==> config.mk <==
export PLATFORM = sky130hd
export DESIGN_NAME = fp_div_sched
export DESIGN_NICKNAME = d
export VERILOG_FILES = /design/src/rtl/fp_div_sched.sv
export SDC_FILE = /design/constraint.sdc
export NUM_CORES = 1
export LEC_CHECK = 0
export ABC_AREA = 1
export ABC_CLOCK_PERIOD_IN_PS = 2600
export BUFFER_PORTS_ARGS = -buffer_cell sky130_fd_sc_hd__buf_2
export CORE_AREA = 2 2 180 182
export CTS_CLUSTER_SIZE = 8
export DETAILED_ROUTE_END_ITERATION = 10
export DIE_AREA = 0 0 182 184
export PLACE_DENSITY = 0.62
export SYNTH_ARGS = -nofsm -noshare
export SYNTH_HDL_FRONTEND = slang
export SYNTH_SLANG_ARGS = --single-unit
==> constraint.sdc <==
create_clock -name clk -period 2.6 [get_ports clk]
set_input_delay 0 -clock clk [delete_from_list [all_inputs] [get_ports clk]]
set_output_delay 0 -clock clk [all_outputs]
set_load 0.005 [all_outputs]
==> src/rtl/fp_div_sched.sv <==
// Round-robin scheduler sharing one iterative fp_div (start/done handshake) among N_REQ requesters.
// Define FP_DIV_SCHED_STATS_EN to enable the per-requester saturating grant counters on stat_grants.
module fp_div_sched #(
  parameter int N_REQ   = 4,
  parameter int DATA_W  = 32,
  parameter int TIMEOUT = 64
) (
  input  logic                      clk,
  input  logic                      rst,
  input  logic                      run,
  input  logic [N_REQ-1:0]          req_valid,
  output logic [N_REQ-1:0]          req_ready,
  input  logic [N_REQ*DATA_W-1:0]   req_a,
  input  logic [N_REQ*DATA_W-1:0]   req_b,
  output logic [N_REQ-1:0]          resp_valid,
  input  logic [N_REQ-1:0]          resp_ready,
  output logic [DATA_W-1:0]         resp_data,
  output logic                      resp_err,
  output logic                      div_start,
  output logic [DATA_W-1:0]         div_op_a,
  output logic [DATA_W-1:0]         div_op_b,
  input  logic                      div_done,
  input  logic [DATA_W-1:0]         div_res,
  output logic [N_REQ*16-1:0]       stat_grants
);

  localparam int GW  = $clog2(N_REQ);
  localparam int WDW = $clog2(TIMEOUT + 1);

  typedef enum logic [1:0] {
    S_IDLE  = 2'd0,
    S_START = 2'd1,
    S_WAIT  = 2'd2,
    S_RESP  = 2'd3
  } state_e;

  state_e            state_q, state_d;
  logic [GW-1:0]     ptr_q, ptr_d;
  logic [GW-1:0]     gnt_q, gnt_d;
  logic [DATA_W-1:0] op_a_q, op_a_d;
  logic [DATA_W-1:0] op_b_q, op_b_d;
  logic [DATA_W-1:0] res_q, res_d;
  logic              err_q, err_d;
  logic [WDW-1:0]    wdog_q, wdog_d;
  logic              found_s;
  logic [GW-1:0]     pick_s;
  logic              accept_s;

  function automatic logic [N_REQ-1:0] onehot(input logic [GW-1:0] idx);
    onehot      = '0;
    onehot[idx] = 1'b1;
  endfunction

  // Round-robin search: first valid requester at or after ptr, wrapping.
  always_comb begin
    logic [GW-1:0] idx_v;
    found_s = 1'b0;
    pick_s  = '0;
    idx_v   = '0;
    for (int k = 0; k < N_REQ; k++) begin
      idx_v   = GW'((int'(ptr_q) + k) % N_REQ);
      pick_s  = (!found_s && req_valid[idx_v]) ? idx_v : pick_s;
      found_s = found_s | req_valid[idx_v];
    end
  end

  // Next-state and datapath update; run overrides everything except rst.
  always_comb begin
    state_d  = state_q;
    ptr_d    = ptr_q;
    gnt_d    = gnt_q;
    op_a_d   = op_a_q;
    op_b_d   = op_b_q;
    res_d    = res_q;
    err_d    = err_q;
    wdog_d   = wdog_q;
    accept_s = 1'b0;
    if (run) begin
      state_d = S_IDLE;
      ptr_d   = '0;
    end else begin
      case (state_q)
        S_IDLE: begin
          if (found_s) begin
            accept_s = 1'b1;
            gnt_d    = pick_s;
            op_a_d   = req_a[int'(pick_s)*DATA_W +: DATA_W];
            op_b_d   = req_b[int'(pick_s)*DATA_W +: DATA_W];
            state_d  = S_START;
          end else begin
            state_d = S_IDLE;
          end
        end
        S_START: begin
          wdog_d  = '0;
          state_d = S_WAIT;
        end
        S_WAIT: begin
          wdog_d = wdog_q + WDW'(1);
          // A completion on the very last watchdog cycle still delivers the real result.
          if (div_done) begin
            res_d   = div_res;
            err_d   = 1'b0;
            state_d = S_RESP;
          end else if (wdog_q == WDW'(TIMEOUT - 1)) begin
            res_d   = '0;
            err_d   = 1'b1;
            state_d = S_RESP;
          end else begin
            state_d = S_WAIT;
          end
        end
        S_RESP: begin
          if (resp_ready[gnt_q]) begin
            ptr_d   = (gnt_q == GW'(N_REQ - 1)) ? '0 : gnt_q + GW'(1);
            state_d = S_IDLE;
          end else begin
            state_d = S_RESP;
          end
        end
        default: begin
          state_d = S_IDLE;
        end
      endcase
    end
  end

  // State and datapath registers.
  always_ff @(posedge clk or posedge rst) begin
    if (rst) begin
      state_q <= S_IDLE;
      ptr_q   <= '0;
      gnt_q   <= '0;
      op_a_q  <= '0;
      op_b_q  <= '0;
      res_q   <= '0;
      err_q   <= 1'b0;
      wdog_q  <= '0;
    end else begin
      state_q <= state_d;
      ptr_q   <= ptr_d;
      gnt_q   <= gnt_d;
      op_a_q  <= op_a_d;
      op_b_q  <= op_b_d;
      res_q   <= res_d;
      err_q   <= err_d;
      wdog_q  <= wdog_d;
    end
  end

  // req_ready is the same-cycle accept; masked by rst so reset forces it low immediately.
  assign req_ready  = (accept_s && !rst) ? onehot(pick_s) : '0;
  assign resp_valid = (state_q == S_RESP && !run) ? onehot(gnt_q) : '0;
  assign resp_data  = res_q;
  assign resp_err   = err_q;
  assign div_start  = (state_q == S_START);
  assign div_op_a   = op_a_q;
  assign div_op_b   = op_b_q;

`ifdef FP_DIV_SCHED_STATS_EN
  logic [N_REQ*16-1:0] stat_q, stat_d;

  // Saturating per-requester grant counts.
  always_comb begin
    stat_d = stat_q;
    for (int k = 0; k < N_REQ; k++) begin
      if (accept_s && pick_s == GW'(k) && stat_q[k*16 +: 16] != 16'hFFFF) begin
        stat_d[k*16 +: 16] = stat_q[k*16 +: 16] + 16'd1;
      end else begin
        stat_d[k*16 +: 16] = stat_q[k*16 +: 16];
      end
    end
  end

  // Counters survive run; only rst clears them.
  always_ff @(posedge clk or posedge rst) begin
    if (rst) begin
      stat_q <= '0;
    end else begin
      stat_q <= stat_d;
    end
  end

  assign stat_grants = stat_q;
`else
  assign stat_grants = '0;
`endif

endmodule

==> impl_metrics.prom <==
# TYPE chip_impl_metric gauge
chip_impl_metric{name="hold_violation_count_in_the_final_report",unit=""} 0
chip_impl_metric{name="finalWirelength",unit="mm"} 30.9
chip_impl_metric{name="crit_path_max_fanout",unit=""} 20
chip_impl_metric{name="fp.coreArea",unit="sq um"} 31400
chip_impl_metric{name="worst_setup_hold_path_clk_slew",unit="ns"} 0.09
chip_impl_metric{name="synthXorXnorAreaFrac",unit="%"} 0.219
chip_impl_metric{name="synth.top_cell.area_share",unit="%"} 34.5
chip_impl_metric{name="first_global_vias",unit=""} 8798
chip_impl_metric{name="floorplan.die_area",unit="sq um"} 33500
chip_impl_metric{name="n_fill_cell",unit=""} 3359
chip_impl_metric{name="antenna_found_initial",unit=""} 2
chip_impl_metric{name="synth.avg_cell_area",unit="sq um"} 6.55
chip_impl_metric{name="floorplan.io_pins",unit=""} 470
chip_impl_metric{name="synth_simple_gate_area_share",unit="%"} 44.9
chip_impl_metric{name="drt_first_iter_violations",unit=""} 402
chip_impl_metric{name="clock_sinks",unit=""} 110
chip_impl_metric{name="synthesis.area",unit="sq um"} 7990
chip_impl_info{name="largest_family_of_logic_cells_by_synthesized_area",value="simple AND/OR/NAND/NOR gates"} 1
chip_impl_info{name="worst_r2r_startpoint",value="ptr_q[0]"} 1
chip_impl_info{name="startpoint_type",value="register"} 1
chip_impl_info{name="synth.top_cells.by_area",value="sky130_fd_sc_hd__dfrtp_1 34%, sky130_fd_sc_hd__nand2_1 32%, sky130_fd_sc_hd__nand4_1 10%"} 1
chip_impl_metric{name="worst-endpoint-required",unit="ns"} 2.60
chip_impl_metric{name="post_layout_min_period",unit="ns"} 2.36
chip_impl_info{name="reg2reg_end",value="div_op_b[13]"} 1
chip_impl_metric{name="grt_pass1_wl",unit="mm"} 46.5
chip_impl_info{name="crit_top_cell",value="sky130_fd_sc_hd__nand2_1"} 1
chip_impl_metric{name="grt_usage",unit="%"} 17.6
chip_impl_metric{name="post_route_cells_drive_above_1_share",unit="%"} 28.5
chip_impl_metric{name="worst_r2r_path_depth",unit=""} 15
chip_impl_metric{name="ir_drop",unit="uV"} 731
chip_impl_info{name="final_common_cell",value="sky130_fd_sc_hd__nand2_1"} 1
chip_impl_metric{name="drt-vias-per-instance",unit=""} 4.61
chip_impl_metric{name="static-leakage-power",unit="nW"} 6.55
chip_impl_metric{name="dr_drc_count",unit=""} 0
chip_impl_metric{name="row_count",unit=""} 65
chip_impl_metric{name="die_w",unit="um"} 182
chip_impl_metric{name="fmaxAchievable",unit="MHz"} 423
chip_impl_metric{name="p_total",unit="mW"} 13.7
chip_impl_info{name="run_status",value="complete, no violations"} 1
chip_impl_metric{name="grt.overflow.total",unit=""} 0
chip_impl_metric{name="final_min_period_over_clock_period",unit="%"} 90.8
chip_impl_metric{name="final-max-slew-violation-count",unit=""} 0
chip_impl_metric{name="synth.area.mux_share",unit="%"} 0
chip_impl_metric{name="grt_max_degree",unit=""} 67
chip_impl_info{name="critical-path-slowest-cell",value="sky130_fd_sc_hd__dfrtp_2"} 1
chip_impl_metric{name="place.detailed.hpwl",unit="mm"} 21.8
chip_impl_metric{name="worst_path_arrival",unit="ns"} 2.36
chip_impl_info{name="endpoint_kind",value="primary output"} 1
chip_impl_metric{name="power_per_cell_area",unit="nW/um^2"} 1260
chip_impl_metric{name="crit_path_max_incr_delay",unit="ns"} 0.48
chip_impl_metric{name="synth_warnings",unit=""} 0
chip_impl_info{name="min_delay_worst_endpoint",value="div_op_b[20]"} 1
chip_impl_info{name="yosys.area.top_type",value="sky130_fd_sc_hd__dfrtp_1"} 1
chip_impl_metric{name="ctsHtreeMaxLevel",unit=""} 3
chip_impl_metric{name="hold_slack",unit="ns"} 0.0114
chip_impl_metric{name="timing.final.setup_violations",unit=""} 0
chip_impl_metric{name="final_nets",unit=""} 1918
chip_impl_metric{name="synthesis_stage_register_bit_count",unit=""} 110
chip_impl_metric{name="port_buffers",unit=""} 405
chip_impl_info{name="worstPathCellList",value="buf_4, nand2_1, nand2_1, nand2_1, nand2_1, nor2_2, nand3_4, nand3_4, buf_12, inv_2, nor3_1, buf_2"} 1
chip_impl_metric{name="tritoncts.num_buffers",unit=""} 9
chip_impl_metric{name="flow.area_growth_from_synthesis",unit="%"} 36.3
chip_impl_metric{name="start_util",unit="%"} 25.5
chip_impl_metric{name="synth-adder-area-share",unit="%"} 1.57
chip_impl_metric{name="drt_first_pass_iters",unit=""} 5
chip_impl_info{name="leading_cell_types_in_the_layout_fill_and_taps_excluded",value="690 x sky130_fd_sc_hd__nand2_1, 405 x sky130_fd_sc_hd__buf_2, 130 x sky130_fd_sc_hd__nand4_1"} 1
chip_impl_metric{name="syn_inst",unit=""} 1220
chip_impl_info{name="cts-root-buf",value="sky130_fd_sc_hd__clkbuf_16"} 1
chip_impl_metric{name="cts.path.max_buffers",unit=""} 2
chip_impl_info{name="worstHoldPathType",value="in2reg"} 1
chip_impl_metric{name="die-height",unit="um"} 184
chip_impl_metric{name="n_antenna_cell",unit=""} 0
chip_impl_metric{name="synth-compound-area-share",unit="%"} 4.90
chip_impl_metric{name="hold_depth",unit=""} 7
chip_impl_metric{name="detail_route.wl_per_cell",unit="um"} 15.4
chip_impl_metric{name="gp_congestion",unit=""} 0.817
chip_impl_metric{name="ys_types",unit=""} 32
chip_impl_metric{name="synth.yosys.seq_area_share",unit="%"} 34.5
chip_impl_metric{name="slew-limit-headroom",unit="%"} 53.2
chip_impl_metric{name="detail-route-antenna-nets",unit=""} 0
chip_impl_metric{name="timing.clock.skew",unit="ns"} 0.0125
chip_impl_metric{name="worst_pin_slew",unit="ns"} 0.702
chip_impl_metric{name="cap_violations",unit=""} 0
chip_impl_metric{name="regToRegSetupSlack",unit="ns"} 0.30
chip_impl_metric{name="clock_latency",unit="ns"} 0.36
chip_impl_info{name="timing_worst_setup_path_type",value="reg2out"} 1
chip_impl_info{name="min_from",value="req_b[84]"} 1
chip_impl_metric{name="num_vias",unit=""} 9288
chip_impl_info{name="clock_tree_from_tritoncts",value="yes"} 1
[kinds of logic (layout without fill, tap and decap cells)]
kind of cell    Yosys count  after routing
compound gates           51             51
xor+xnor                  2              2
fa+ha+maj                10             10
buf+inv                 189            519
flops                   110            110
other cells               1             64
simple gates            857            857
[registers in the layout, indices dropped and copies added (netlist names)]
signal / flops
div_op_a: 32
div_op_b: 32
gnt_q: 2
ptr_q: 2
resp_data: 32
resp_err: 1
state_q: 2
wdog_q: 7
[how the worst max path moves through the flow]
| stage | start | endpoint | slack, ns | cells after the start |
|---|---|---|---|---|
| 5_1_grt | ptr_q[0] | req_ready[1] | -0.002 | 11 |
| 4_1_cts | ptr_q[0] | req_ready[2] | 0.05 | 11 |
| 3_5_place_dp | ptr_q[0] | div_op_b[12] | 0.20 | 15 |
| 3_3_place_gp | ptr_q[0] | div_op_b[12] | 0.25 | 15 |
| 2_1_floorplan | rst | req_ready[0] | 0.56 | 3 |
| 6_report | ptr_q[0] | req_ready[2] | 0.24 | 12 |
[critical path, delay by kind of cell (launching register included)]
family / cells / cell delay (ns)
and+or+nand+nor: 8 / 0.95
buffers and inverters: 4 / 0.56
DFF: 1 / 0.48
[layout make-up]
type	count	area (sq um)	share of cell area, %
Multi-Input combinational cell	984	4420	40.6
Timing Repair Buffer	469	2780	25.5
Sequential cell	110	2750	25.3
Tap cell	402	503	4.62
Clock buffer	9	225	2.07
Inverter	34	141	1.30
Clock inverter	7	63.8	0.586
[per-layer routing]
| metal | routed length (um) | track usage (%) |
|---|---|---|
| met2 | 15100 | 30.7 |
| met5 | 27 | 0 |
| met3 | 2170 | 4.24 |
| met4 | 461 | 4.39 |
| met1 | 13100 | 21.7 |
[repair_timing]
item | CTS | global route
setup endpoints to repair | 4 | 7
pin swaps | 0 | 1
gates resized for setup | 1 | 3
gates cloned | 0 | 1
hold buffers | 40 | 0
endpoints found under the hold margin | 98 | 0
setup buffers | 0 | 1
[cells in the mapped netlist, drive strengths merged]
| cell | instances |
|---|---|
| xor2 | 1 |
| buf | 140 |
| o31ai | 1 |
| xnor2 | 1 |
| o22ai | 1 |
| nand2 | 692 |
| nor3 | 6 |
| a22o | 32 |
| ha | 10 |
| o21a | 1 |
| inv | 34 |
| conb | 1 |
| nor2 | 13 |
| nand4 | 130 |
| a21oi | 4 |
| clkbuf | 15 |
| o21ai | 8 |
| nor3b | 2 |
| o21bai | 1 |
| dfrtp | 110 |
| nand3 | 14 |
| a31oi | 2 |
| a32o | 1 |
[power breakdown]
part / internal (mW) / switching (mW) / leakage (nW)
logic: 3.35 / 6.00 / 5.01
clock network: 0.676 / 0.744 / 0.141
registers: 2.49 / 0.483 / 1.39
[stage by stage]
step	setup WS [ns]	std cells	setup TNS, ns	instance area, sq um	utilization (%)
after floorplan	0.556	1283	0	8230	-
after global placement	0.248	1957	0	10200	32.4
after detailed placement	0.202	1957	0	10200	32.4
after CTS	0.0531	2013	0	10800	34.6
after global routing	-0.00181	2015	-0.00181	10900	34.7
final	0.239	2015	0	10900	34.7
(Power assumes the default switching activity.)
